`config.mk`:
```
export PLATFORM = sky130hd
export DESIGN_NAME = traffic_phase_scheduler
export DESIGN_NICKNAME = d
export VERILOG_FILES = /design/src/rtl/traffic_light_pkg.sv /design/src/rtl/second_tick_gen.sv /design/src/rtl/traffic_phase_scheduler.sv
export SDC_FILE = /design/constraint.sdc
export NUM_CORES = 1
export LEC_CHECK = 0
export BUFFER_PORTS_ARGS = -buffer_cell sky130_fd_sc_hd__buf_2
export CAP_MARGIN = 20
export CORE_MARGIN = 1.5
export CORE_UTILIZATION = 35
export DETAILED_ROUTE_END_ITERATION = 10
export HOLD_SLACK_MARGIN = 0.15
export PLACE_DENSITY_LB_ADDON = 0.08
export SKIP_LAST_GASP = 1
export SLEW_MARGIN = 20
export SYNTH_ARGS = -nofsm -noshare
export SYNTH_HDL_FRONTEND = slang
export SYNTH_SLANG_ARGS = --single-unit
```
`constraint.sdc`:
```
create_clock -name clk -period 4.8 [get_ports clk]
set_input_delay 0.48 -clock clk [delete_from_list [all_inputs] [get_ports clk]]
set_output_delay 0.48 -clock clk [all_outputs]
set_load 0.005 [all_outputs]
```
`src/rtl/traffic_light_pkg.sv`:
```
// Shared phase encodings and default timing for the traffic light controllers.
package traffic_light_pkg;

  typedef enum logic [2:0] {
    NS_G  = 3'd0,
    NS_Y  = 3'd1,
    AR_NS = 3'd2,
    EW_G  = 3'd3,
    EW_Y  = 3'd4,
    AR_EW = 3'd5
  } phase_t;

  localparam int unsigned DEF_SECOND_CNT_VAL = 99;
  localparam int unsigned DEF_TIME_GREEN     = 15;
  localparam int unsigned DEF_TIME_YELLOW    = 3;
  localparam int unsigned DEF_TIME_ALL_RED   = 1;
  localparam int unsigned DEF_TIME_MIN_GREEN = 5;

  function automatic phase_t next_phase(input phase_t p);
    case (p)
      NS_G:    return NS_Y;
      NS_Y:    return AR_NS;
      AR_NS:   return EW_G;
      EW_G:    return EW_Y;
      EW_Y:    return AR_EW;
      default: return NS_G;
    endcase
  endfunction

endpackage

```
`src/rtl/second_tick_gen.sv`:
```
// One-second prescaler: pulses tick on the last enabled cycle of each second.
module second_tick_gen
  import traffic_light_pkg::*;
#(
  parameter int unsigned pSECOND_CNT_VAL = DEF_SECOND_CNT_VAL
) (
  input  logic clk,
  input  logic rst_n,
  input  logic en,
  output logic tick
);

  localparam int CW = (pSECOND_CNT_VAL > 0) ? $clog2(pSECOND_CNT_VAL + 1) : 1;
  localparam logic [CW-1:0] TERM = CW'(pSECOND_CNT_VAL);

  logic [CW-1:0] cnt;

  assign tick = en && (cnt == TERM);

  always_ff @(posedge clk or negedge rst_n) begin
    if (!rst_n) begin
      cnt <= '0;
    end else if (en) begin
      cnt <= tick ? '0 : cnt + 1'b1;
    end
  end

endmodule

```
`src/rtl/traffic_phase_scheduler.sv`:
```
// Two-way intersection phase sequencer with pedestrian green truncation.
//   state | meaning
//   NS_G  | north-south green, east-west red
//   NS_Y  | north-south yellow
//   AR_NS | all-red clearance after north-south
//   EW_G  | east-west green, north-south red
//   EW_Y  | east-west yellow
//   AR_EW | all-red clearance after east-west (reset state)
module traffic_phase_scheduler
  import traffic_light_pkg::*;
#(
  parameter int unsigned pSECOND_CNT_VAL   = DEF_SECOND_CNT_VAL,
  parameter int unsigned pTIME_GREEN_LIGHT  = DEF_TIME_GREEN,
  parameter int unsigned pTIME_YELLOW_LIGHT = DEF_TIME_YELLOW,
  parameter int unsigned pTIME_ALL_RED      = DEF_TIME_ALL_RED,
  parameter int unsigned pTIME_MIN_GREEN    = DEF_TIME_MIN_GREEN
) (
  input  logic       clk,
  input  logic       rst_n,
  input  logic       en,
  input  logic       ped_req,
  output logic       ns_green,
  output logic       ns_yellow,
  output logic       ns_red,
  output logic       ew_green,
  output logic       ew_yellow,
  output logic       ew_red,
  output logic [6:0] sec_remain,
  output logic [2:0] phase,
  output logic       ped_ack
);

  localparam logic [6:0] T_GREEN  = 7'(pTIME_GREEN_LIGHT);
  localparam logic [6:0] T_YELLOW = 7'(pTIME_YELLOW_LIGHT);
  localparam logic [6:0] T_AR     = 7'(pTIME_ALL_RED);
  localparam logic [6:0] T_MIN    = 7'(pTIME_MIN_GREEN);

  phase_t     state, state_nxt;
  logic [6:0] sec_q, sec_nxt;
  logic       pend_q, pend_nxt;
  logic       ack_q, ack_nxt;
  logic       tick;
  logic       req_seen;
  logic       in_green;

  function automatic logic [6:0] dur(input phase_t p);
    case (p)
      NS_Y, EW_Y:   return T_YELLOW;
      AR_NS, AR_EW: return T_AR;
      default:      return T_GREEN;
    endcase
  endfunction

  second_tick_gen #(
    .pSECOND_CNT_VAL(pSECOND_CNT_VAL)
  ) u_tick (
    .clk  (clk),
    .rst_n(rst_n),
    .en   (en),
    .tick (tick)
  );

  always_ff @(posedge clk or negedge rst_n) begin
    if (!rst_n) begin
      state  <= AR_EW;
      sec_q  <= T_AR;
      pend_q <= 1'b0;
      ack_q  <= 1'b0;
    end else begin
      state  <= state_nxt;
      sec_q  <= sec_nxt;
      pend_q <= pend_nxt;
      ack_q  <= ack_nxt;
    end
  end

  // A request arriving this cycle counts immediately, so truncation lands one cycle after the pulse.
  always_comb begin
    state_nxt = state;
    sec_nxt   = sec_q;
    pend_nxt  = pend_q | ped_req;
    ack_nxt   = 1'b0;
    req_seen  = pend_q | ped_req;
    in_green  = (state == NS_G) || (state == EW_G);
    if (in_green && req_seen && (sec_q > T_MIN)) begin
      sec_nxt = T_MIN;
    end else if (tick) begin
      if (sec_q == 7'd1) begin
        state_nxt = next_phase(state);
        sec_nxt   = dur(state_nxt);
      end else begin
        sec_nxt = sec_q - 7'd1;
      end
    end
    if ((state_nxt != state) && ((state_nxt == AR_NS) || (state_nxt == AR_EW)) && pend_q) begin
      ack_nxt  = 1'b1;
      pend_nxt = ped_req;
    end
  end

  always_comb begin
    ns_green  = 1'b0;
    ns_yellow = 1'b0;
    ns_red    = 1'b1;
    ew_green  = 1'b0;
    ew_yellow = 1'b0;
    ew_red    = 1'b1;
    case (state)
      NS_G:    begin ns_green  = 1'b1; ns_red = 1'b0; end
      NS_Y:    begin ns_yellow = 1'b1; ns_red = 1'b0; end
      EW_G:    begin ew_green  = 1'b1; ew_red = 1'b0; end
      EW_Y:    begin ew_yellow = 1'b1; ew_red = 1'b0; end
      default: ;
    endcase
  end

  assign phase      = state;
  assign sec_remain = sec_q;
  assign ped_ack    = ack_q;

endmodule

```
### Word level (Yosys, flattened, before mapping)

Index checks and enable logic that the tools add are counted.

* register bits: 19
* bits of input ports: 4
* logic and storage cells: 55

* $add $sub $neg: 2
* $lt $le $gt $ge: 1
* equality and inequality tests: 13
* muxes and demuxes: 20
* bitwise logic cells: 1
* reduce and logical (&&, ||, !) cells: 13

Operators by type and width (number)
* 7-bit two-way mux: 4
* 3-bit two-way mux: 6
* 3-bit one-hot mux with 5 select lines: 1
* 3-bit by 2-bit == test with 1-bit output (second input constant): 4
* 3-bit == test (second input constant): 4
* 1-bit two-way mux: 8
* 4-bit one-hot mux with 2 select lines: 1
* 2-bit OR reduction: 4
* 7-bit by 1-bit adder with 7-bit output (second input constant): 1
* 7-bit by 1-bit == test with 1-bit output (second input constant): 1
* 7-bit == test (second input constant): 1
* 7-bit by 3-bit > comparator with 1-bit output (second input constant): 1
* 7-bit by 1-bit subtractor with 7-bit output (second input constant): 1
* 3-bit by 1-bit == test with 1-bit output (second input constant): 2
* 1-bit logical AND: 5
* 3-bit logical NOT: 1
* 3-bit inequality test: 1
* 1-bit logical OR: 2
* 2-bit nonzero test: 1
* 1-bit OR: 1

### Depth between registers and ports, before layout

Gate-level depths: netlist of run 1.

* word-level depth: 13
* gate-level depth with buffers: 7

### By module

A second synthesis of run 1 with hierarchy kept.

* cells, all modules: 116
* area total of the unflattened synthesis: 1108.6 µm²

By module, submodules not included
* traffic_phase_scheduler: instances 1, cells each 82, area an instance 739.5 µm²
* second_tick_gen: instances 1, cells each 34, area an instance 369.1 µm²

### Least setup slack after synthesis of run 1

No wires, ideal clock.

* path type: reg-to-reg
* from: register sec_q[1], in the netlist sec_remain[1]
* to: register sec_q[4], in the netlist sec_remain[4]
* library setup time: 0.073 ns
* arrival: 1.744 ns
* slack: 2.982 ns
* stages on the path, launching flop included: 8
* buffers on the path: 1
* clock period less this slack: 1.818 ns
* cell sequence: dfrtp_1 > inv_1 > ha_1 > nor3b_2 > and2_1 > buf_6 > or4_4 > a21oi_2

* word-level cells in the longest chain between the ends: 4
* elaborated cells between the ends (all ways): 8
* those cells by class: add/sub: 1; order compare: 1; eq/ne: 1; mux: 3; reduce/logical: 2

Ends and longest elaborated chain
* start: declaration: RTL line traffic_phase_scheduler.sv:39 `logic [6:0] sec_q, sec_nxt;`
* start signal: assignment: RTL line traffic_phase_scheduler.sv:71 `sec_q <= sec_nxt;`
* 7-bit by 1-bit subtractor with 7-bit output / 7-bit by 1-bit == test with 1-bit output (equally long branches): RTL line traffic_phase_scheduler.sv:92, traffic_phase_scheduler.sv:88
* 7-bit two-way mux: RTL line traffic_phase_scheduler.sv:88 `if (sec_q == 7'd1) begin`
* 7-bit two-way mux: RTL line traffic_phase_scheduler.sv:87 `end else if (tick) begin`
* 7-bit two-way mux: RTL line traffic_phase_scheduler.sv:85 `if (in_green && req_seen && (sec_q > T_MIN)) begin`

Parallel ways exist; a longest one is shown, timed or not. The select of a mux whose other input is x is not followed.
A chain may end at the register's enable or synchronous reset.

### Worst setup path after layout of run 1

* from: register state[2], in the netlist phase[2]
* to: output ew_red

* word-level cells in the longest chain between the ends: 3
* elaborated cells between the ends (all ways): 4
* those cells by class: eq/ne: 2; mux: 1; reduce/logical: 1

Ends and longest elaborated chain
* start: declaration: RTL line traffic_phase_scheduler.sv:38 `phase_t state, state_nxt;`
* start signal: assignment: RTL line traffic_phase_scheduler.sv:70 `state <= state_nxt;`
* 3-bit by 2-bit == test with 1-bit output / 3-bit == test (equally long branches): RTL line traffic_phase_scheduler.sv:108 `case (state)`
* 2-bit OR reduction (no line) *
* 1-bit two-way mux *: RTL line traffic_phase_scheduler.sv:108
* end: declaration: RTL line traffic_phase_scheduler.sv:27 `output logic ew_red,`

Every way passes the cells marked *; elsewhere a longest branch is shown, timed or not.

==> results.cfg, run 1 <==
[run_status]
status = complete, no violations

[clock_tree]
cts_tree = built
clockBufferDepth = 2
cts_inserted_buffers = 3
clk_latency_ns = 0.30
post_cts.repair.setup_buffers = 0
clkTransAtPathRegs_ns = 0.12
root_buffer = clkbuf_4
ctsResizeCount = 0
htreeDepth = 1
clock_sinks = 19

[placed_design]
gp_congestion = 0.864
dp_hpwl_microns = 1900
port_buffers = 20
dp_slack_ns = 2.89

[pwr]
swShare_pct = 36.3
internal_power_mw = 0.253
pwr-share-comb_pct = 20.2
peakVddDrop_v = 0.000121
clkPwrFrac_pct = 21.6
p_leak_nw = 0.606
seq_power_share_pct = 58.2
powerDensity_nw_per_um2 = 299
p_switching_mw = 0.144

[global_routing]
grt_max_degree = 20
grt_overflow = 0
grt_first_pass_wirelength_microns = 4330
met1_usage_pct = 23.5
grt-busiest-layer = met1
antenna_found_initial = 0
grtUsageTotal_pct = 15.7
use_met2_pct = 22.9
met3_usage_pct = 3.78
grt_pass1_vias = 896

[critical_path]
r2r_setup_slack_ns = 2.86
r2r_cells = 6
crit_family = flip-flops
cp.arrival_ns = 1.48
worst_setup_path_start_kind = flop
endpoint_kind = output port
crit_slowest_cell = dfstp_2
critical_path_buf_inv_count = 1
criticalPathCategory = reg2out
rr_startpoint = sec_remain[1]$_DFFE_PN0P_
crit_path_cell_trace = nor3b_1 -> nor2_1 -> buf_2
cp_data_required_time_ns = 4.32
cpPeakStageDelay_ns = 0.65
reg2reg_to = sec_remain[4]$_DFFE_PN0P_
worst-path-max-fanout = 11

[timing]
setup_ws_ns = 2.84
worst_slew_pin_slew_ns = 0.530
final-max-slew-violation-count = 0
setup_viol = 0
skew_ns = 0.000855
slew-limit-headroom_pct = 64.4
finalCritPeriodShare_pct = 40.8
rsz0062_at_grt = no
fin_crit_ns = 1.96
timing.fmax_mhz = 511
tns_ns = 0
final-hold-violation-count = 0

[logic_synthesis]
yosysSeqAreaShare_pct = 40.3
ys_types = 46
synthFlopType = dfrtp_1
avgSynthCellArea_sq_um = 9.36
synth_top_area_share_pct = 33.7
syn_inst = 127
ys_ff_latch = 19
syn-cell-area_sq_um = 1190
synth-edff-count = 0
synth_most_common_cell = dfrtp_1
netlist_top_cells_count = dfrtp_1 (16), nand2_1 (12), nor2_1 (11)
syn_nets = 134
yosys_warnings = 0
post-synth-top-area-cell = dfrtp_1
synthArstFlopShare_pct = 100
synth_top_cells_by_area = dfrtp_1 (34%), dfstp_2 (6.6%), o21ai_0 (3.8%), nand2_1 (3.8%), nor2_1 (3.5%)

[min_path]
min_from = ped_req
worstHoldEndpoint = pend_q$_DFF_PN0_
hold_depth = 2
holdCritPathClass = in2reg

[final_layout]
syn2layout_area_growth_pct = 11.6
fill_cells = 317
multi_input_area_sq_um = 639
drive_above_1_share_pct = 28.5
nNetsFinal = 152
regArea_sq_um = 479
antenna_cells = 0

[drt]
drc = 0
wl_microns = 2650
vias = 992
dr.pass1.iters = 6
drt_iter0_markers = 76
wl_per_cell_microns = 14.1
vias_per_cell = 5.28
ant_nets = 0

[die]
coreArea_sq_um = 3130
io_pins = 21
dieArea_sq_um = 3750
die_y_microns = 61.3
rows = 20
die_x_microns = 61.3
start_util_pct = 38.0

[run]
cap_viol_max_count = 0
per-layer routing:
layer	vias up	routed length, microns
li1	493	-
met1	461	1340
met2	38	1150
met3	0	160
met4	0	0
met5	-	0
how the worst max path moves through the flow:
stage | from | cells past startpoint | end | slack, ns
after floorplan | sec_remain[1]$_DFFE_PN0P_ | 7 | sec_remain[4]$_DFFE_PN0P_ | 2.98
after global placement | sec_remain[1]$_DFFE_PN0P_ | 6 | sec_remain[4]$_DFFE_PN0P_ | 2.95
after detailed placement | sec_remain[1]$_DFFE_PN0P_ | 6 | sec_remain[4]$_DFFE_PN0P_ | 2.89
after CTS | phase[2]$_DFF_PN1_ | 3 | ew_red | 2.84
after global routing | phase[0]$_DFF_PN1_ | 3 | ns_yellow | 2.73
final | phase[2]$_DFF_PN1_ | 3 | ew_red | 2.84
logic make-up (layout without fill, tap and decap cells):
family	after synthesis	in the layout	synth area share (%)
simple gates	56	56	29.2
compound gates	32	32	17.7
flops	19	19	40.3
buf+inv	12	29	5.89
xor+xnor	4	4	2.95
fa+ha+maj	3	3	3.16
mux	1	1	0.842
power groups by stage:
| stage | Clock, mW | Sequential (mW) | Combinational, mW |
|---|---|---|---|
| after detailed placement | 0 | 0.234 | 0.0798 |
| after global routing | 0.0954 | 0.237 | 0.0925 |
| after global placement | 0 | 0.233 | 0.0785 |
| after floorplan | 0 | 0.200 | 0.105 |
| after CTS | 0.0902 | 0.231 | 0.0803 |
| final | 0.0855 | 0.231 | 0.0801 |
timing repair:
item                                    in CTS  in global routing
endpoints found under the setup margin       0                  0
endpoints found under the hold margin       16                  0
hold buffers                                 1                  0
through the flow:
stage	util (%)	instances	hold slack (ns)	power, mW	cell area [sq um]
after global placement	41.2	183	0.456	0.311	1290
after CTS	42.4	188	0.352	0.401	1330
after floorplan	-	127	0.184	0.305	1190
after global routing	42.4	188	0.366	0.425	1330
after detailed placement	41.2	183	0.457	0.314	1290
final	42.4	188	0.371	0.397	1330
layout by cell type, fill, tap and decap left out, drive strengths merged, types with 3 or more instances in the layout:
cell type | synthesis | layout
buf | 5 | 20
dfrtp | 16 | 16
nand2 | 12 | 12
nor2 | 11 | 11
o21ai | 9 | 9
a21oi | 8 | 8
nand4 | 5 | 5
nand3 | 5 | 5
inv | 4 | 4
nor2b | 4 | 4
xnor2 | 4 | 4
a21o | 4 | 4
and3 | 4 | 4
ha | 3 | 3
clkbuf | 3 | 3
dfstp | 3 | 3
state kept, by name, indices dropped and copies added (netlist names):
signal / count
sec_remain: 7
u_tick.cnt: 7
phase: 3
ped_ack: 1
pend_q: 1
final cells by class:
| class | instances | area share (%) |
|---|---|---|
| clock buffer | 3 | 1.70 |
| sequential | 19 | 36.1 |
| inverter | 4 | 1.13 |
| tap | 44 | 4.15 |
| timing repair buffer | 21 | 8.30 |
| clock inverter | 1 | 0.377 |
| multi-input combinational | 96 | 48.2 |
No activity file was read; power rests on OpenSTA's default activity.
==> inputs of run 2 (changes only) <==
clock period = 1.8 ns   (was 4.8 ns; I/O delays follow)
==> run 2 against run 1 <==
  * Setup slack got worse by 2.8 ns
  * Final area increased by 9.2%
  * Core utilization grew 3.9 points
  * Register-to-register slack worse by 2.8 ns
  * Final cell count up 6.4%
  * Routed wire length decreased by 1.2%
  * Sequential power increased to 2.6 times the previous value
  * Die area unchanged
  * Critical path type is now reg2reg
  * Critical endpoint is now sec_remain[6]$_DFFE_PN0P_
  * Largest power group unchanged
==> results.cfg, run 2 (synthesis results as in run 1) <==
[run_status]
status = complete, no violations

[timing]
rsz0062_at_grt = no
hold_slack_ns = 0.317
fin_crit_ns = 1.73
finalCritPeriodShare_pct = 96.3
skew_ns = 0.0127
slew-limit-headroom_pct = 66.9
timing.fmax_mhz = 577
final-max-slew-violation-count = 0
final-hold-violation-count = 0
setup_viol = 0
worst_slew_pin_slew_ns = 0.492
tns_ns = 0

[pwr]
peakVddDrop_v = 0.000261
powerDensity_nw_per_um2 = 762
p_leak_nw = 0.659
clkPwrFrac_pct = 21.1
seq_power_share_pct = 54.1
pwr-share-comb_pct = 24.8
p_switching_mw = 0.392
p_total_mw = 1.10
swShare_pct = 35.5
internal_power_mw = 0.711

[drt]
wl_per_cell_microns = 13.1
dr.pass1.iters = 4
drt_iter0_markers = 55
drc = 0
vias = 1037
ant_nets = 0
vias_per_cell = 5.19
wl_microns = 2620

[final_layout]
layout_commonest_cell = buf_2
drive_above_1_share_pct = 34.6
mostFrequentLayoutCells = buf_2 (20), dfrtp_1 (16), nand2_1 (12)
nNetsFinal = 164
antenna_cells = 0
fill_cells = 312
syn2layout_area_growth_pct = 21.8

[global_routing]
antenna_found_initial = 0
grt_max_degree = 20
grt_pass1_vias = 951
grtUsageTotal_pct = 16.0
grt_first_pass_wirelength_microns = 4370
grt_overflow = 0

[die]
start_util_pct = 38.0
dieArea_sq_um = 3750
rows = 20
coreArea_sq_um = 3130
die_y_microns = 61.3
die_x_microns = 61.3
io_pins = 21

[critical_path]
crit_path_cell_trace = inv_1 -> ha_2 -> nor3b_4 -> and2_2 -> or4_4 -> a21oi_2
crit_family = simple AND/OR/NAND/NOR gates
worst_setup_path_start_kind = flop
critical_path_buf_inv_count = 1
cpPeakStageDelay_ns = 0.52
r2r_setup_slack_ns = 0.07
endpoint_kind = flop
cp.arrival_ns = 1.99
crit_slowest_cell = or4_4
criticalPathCategory = reg2reg
cp_data_required_time_ns = 2.06
worst-path-max-fanout = 7

[clock_tree]
clk_latency_ns = 0.31
clkTransAtPathRegs_ns = 0.12
root_buffer = clkbuf_4
cts_inserted_buffers = 3
clock_sinks = 19
clockBufferDepth = 2
htreeDepth = 1
cts_tree = built

[run]
cap_viol_max_count = 0

[placed_design]
port_buffers = 20
gp_congestion = 0.887
dp_hpwl_microns = 1880

[min_path]
holdCritPathClass = in2async
-- run 2: final cells by class --
class,instances,area [sq um],share of cell area (%)
multi-input cells,96,651,44.9
flip-flops and latches,19,479,33.1
repair buffers,33,218,15.0
well taps,44,55.1,3.80
clock buffers,3,22.5,1.56
inverters,4,15.0,1.04
clock inverters,1,7.51,0.519
-- run 2: worst paths after layout --
check                                     startpoint                   endpoint  cells after the start
min in group clk                    pend_q$_DFF_PN0_           pend_q$_DFF_PN0_                      1
max                        sec_remain[1]$_DFFE_PN0P_  sec_remain[6]$_DFFE_PN0P_                      6
max in group asynchronous                      rst_n  sec_remain[0]$_DFFE_PN1P_                      2
max reg2reg                sec_remain[1]$_DFFE_PN0P_  sec_remain[6]$_DFFE_PN0P_                      6
min                                            rst_n  u_tick.cnt[4]$_DFFE_PN0P_                      2
min reg2reg                         pend_q$_DFF_PN0_           pend_q$_DFF_PN0_                      1
-- run 2: timing repair --
| action | CTS | global route |
|---|---|---|
| hold buffers | 3 | 0 |
| gates resized for setup | 0 | 2 |
| hold endpoints to repair | 22 | 0 |
| buffers inserted | 0 | 4 |
| setup endpoints to repair | 0 | 10 |
-- run 2: per-stage QoR --
stage                     utilization [%]  setup WS (ns)  area [sq um]  instances
after floorplan                         -         0.0109          1200        127
after global placement               42.9         0.0598          1340        189
after detailed placement             42.9         0.0402          1340        189
after CTS                            44.8         0.0324          1400        196
after global routing                 46.3        0.00723          1450        200
final                                46.3         0.0670          1450        200
-- run 2: power by group through the flow --
stage          registers [mW]  clock network (mW)  logic [mW]
2_1_floorplan           0.534                   0       0.282
6_report                0.597               0.233       0.273
5_1_grt                 0.611               0.274       0.316
3_5_place_dp            0.607                   0       0.252
4_1_cts                 0.598               0.245       0.258
3_3_place_gp            0.604                   0       0.249
-- run 2: metal layers --
metal / routed length [microns] / global-route usage [%] / vias up
li1: - / - / 516
met1: 1310 / 22.9 / 485
met2: 1130 / 22.5 / 29
met3: 113 / 3.57 / 7
met4: 65 / 8.39 / 0
met5: 0 / 0 / -
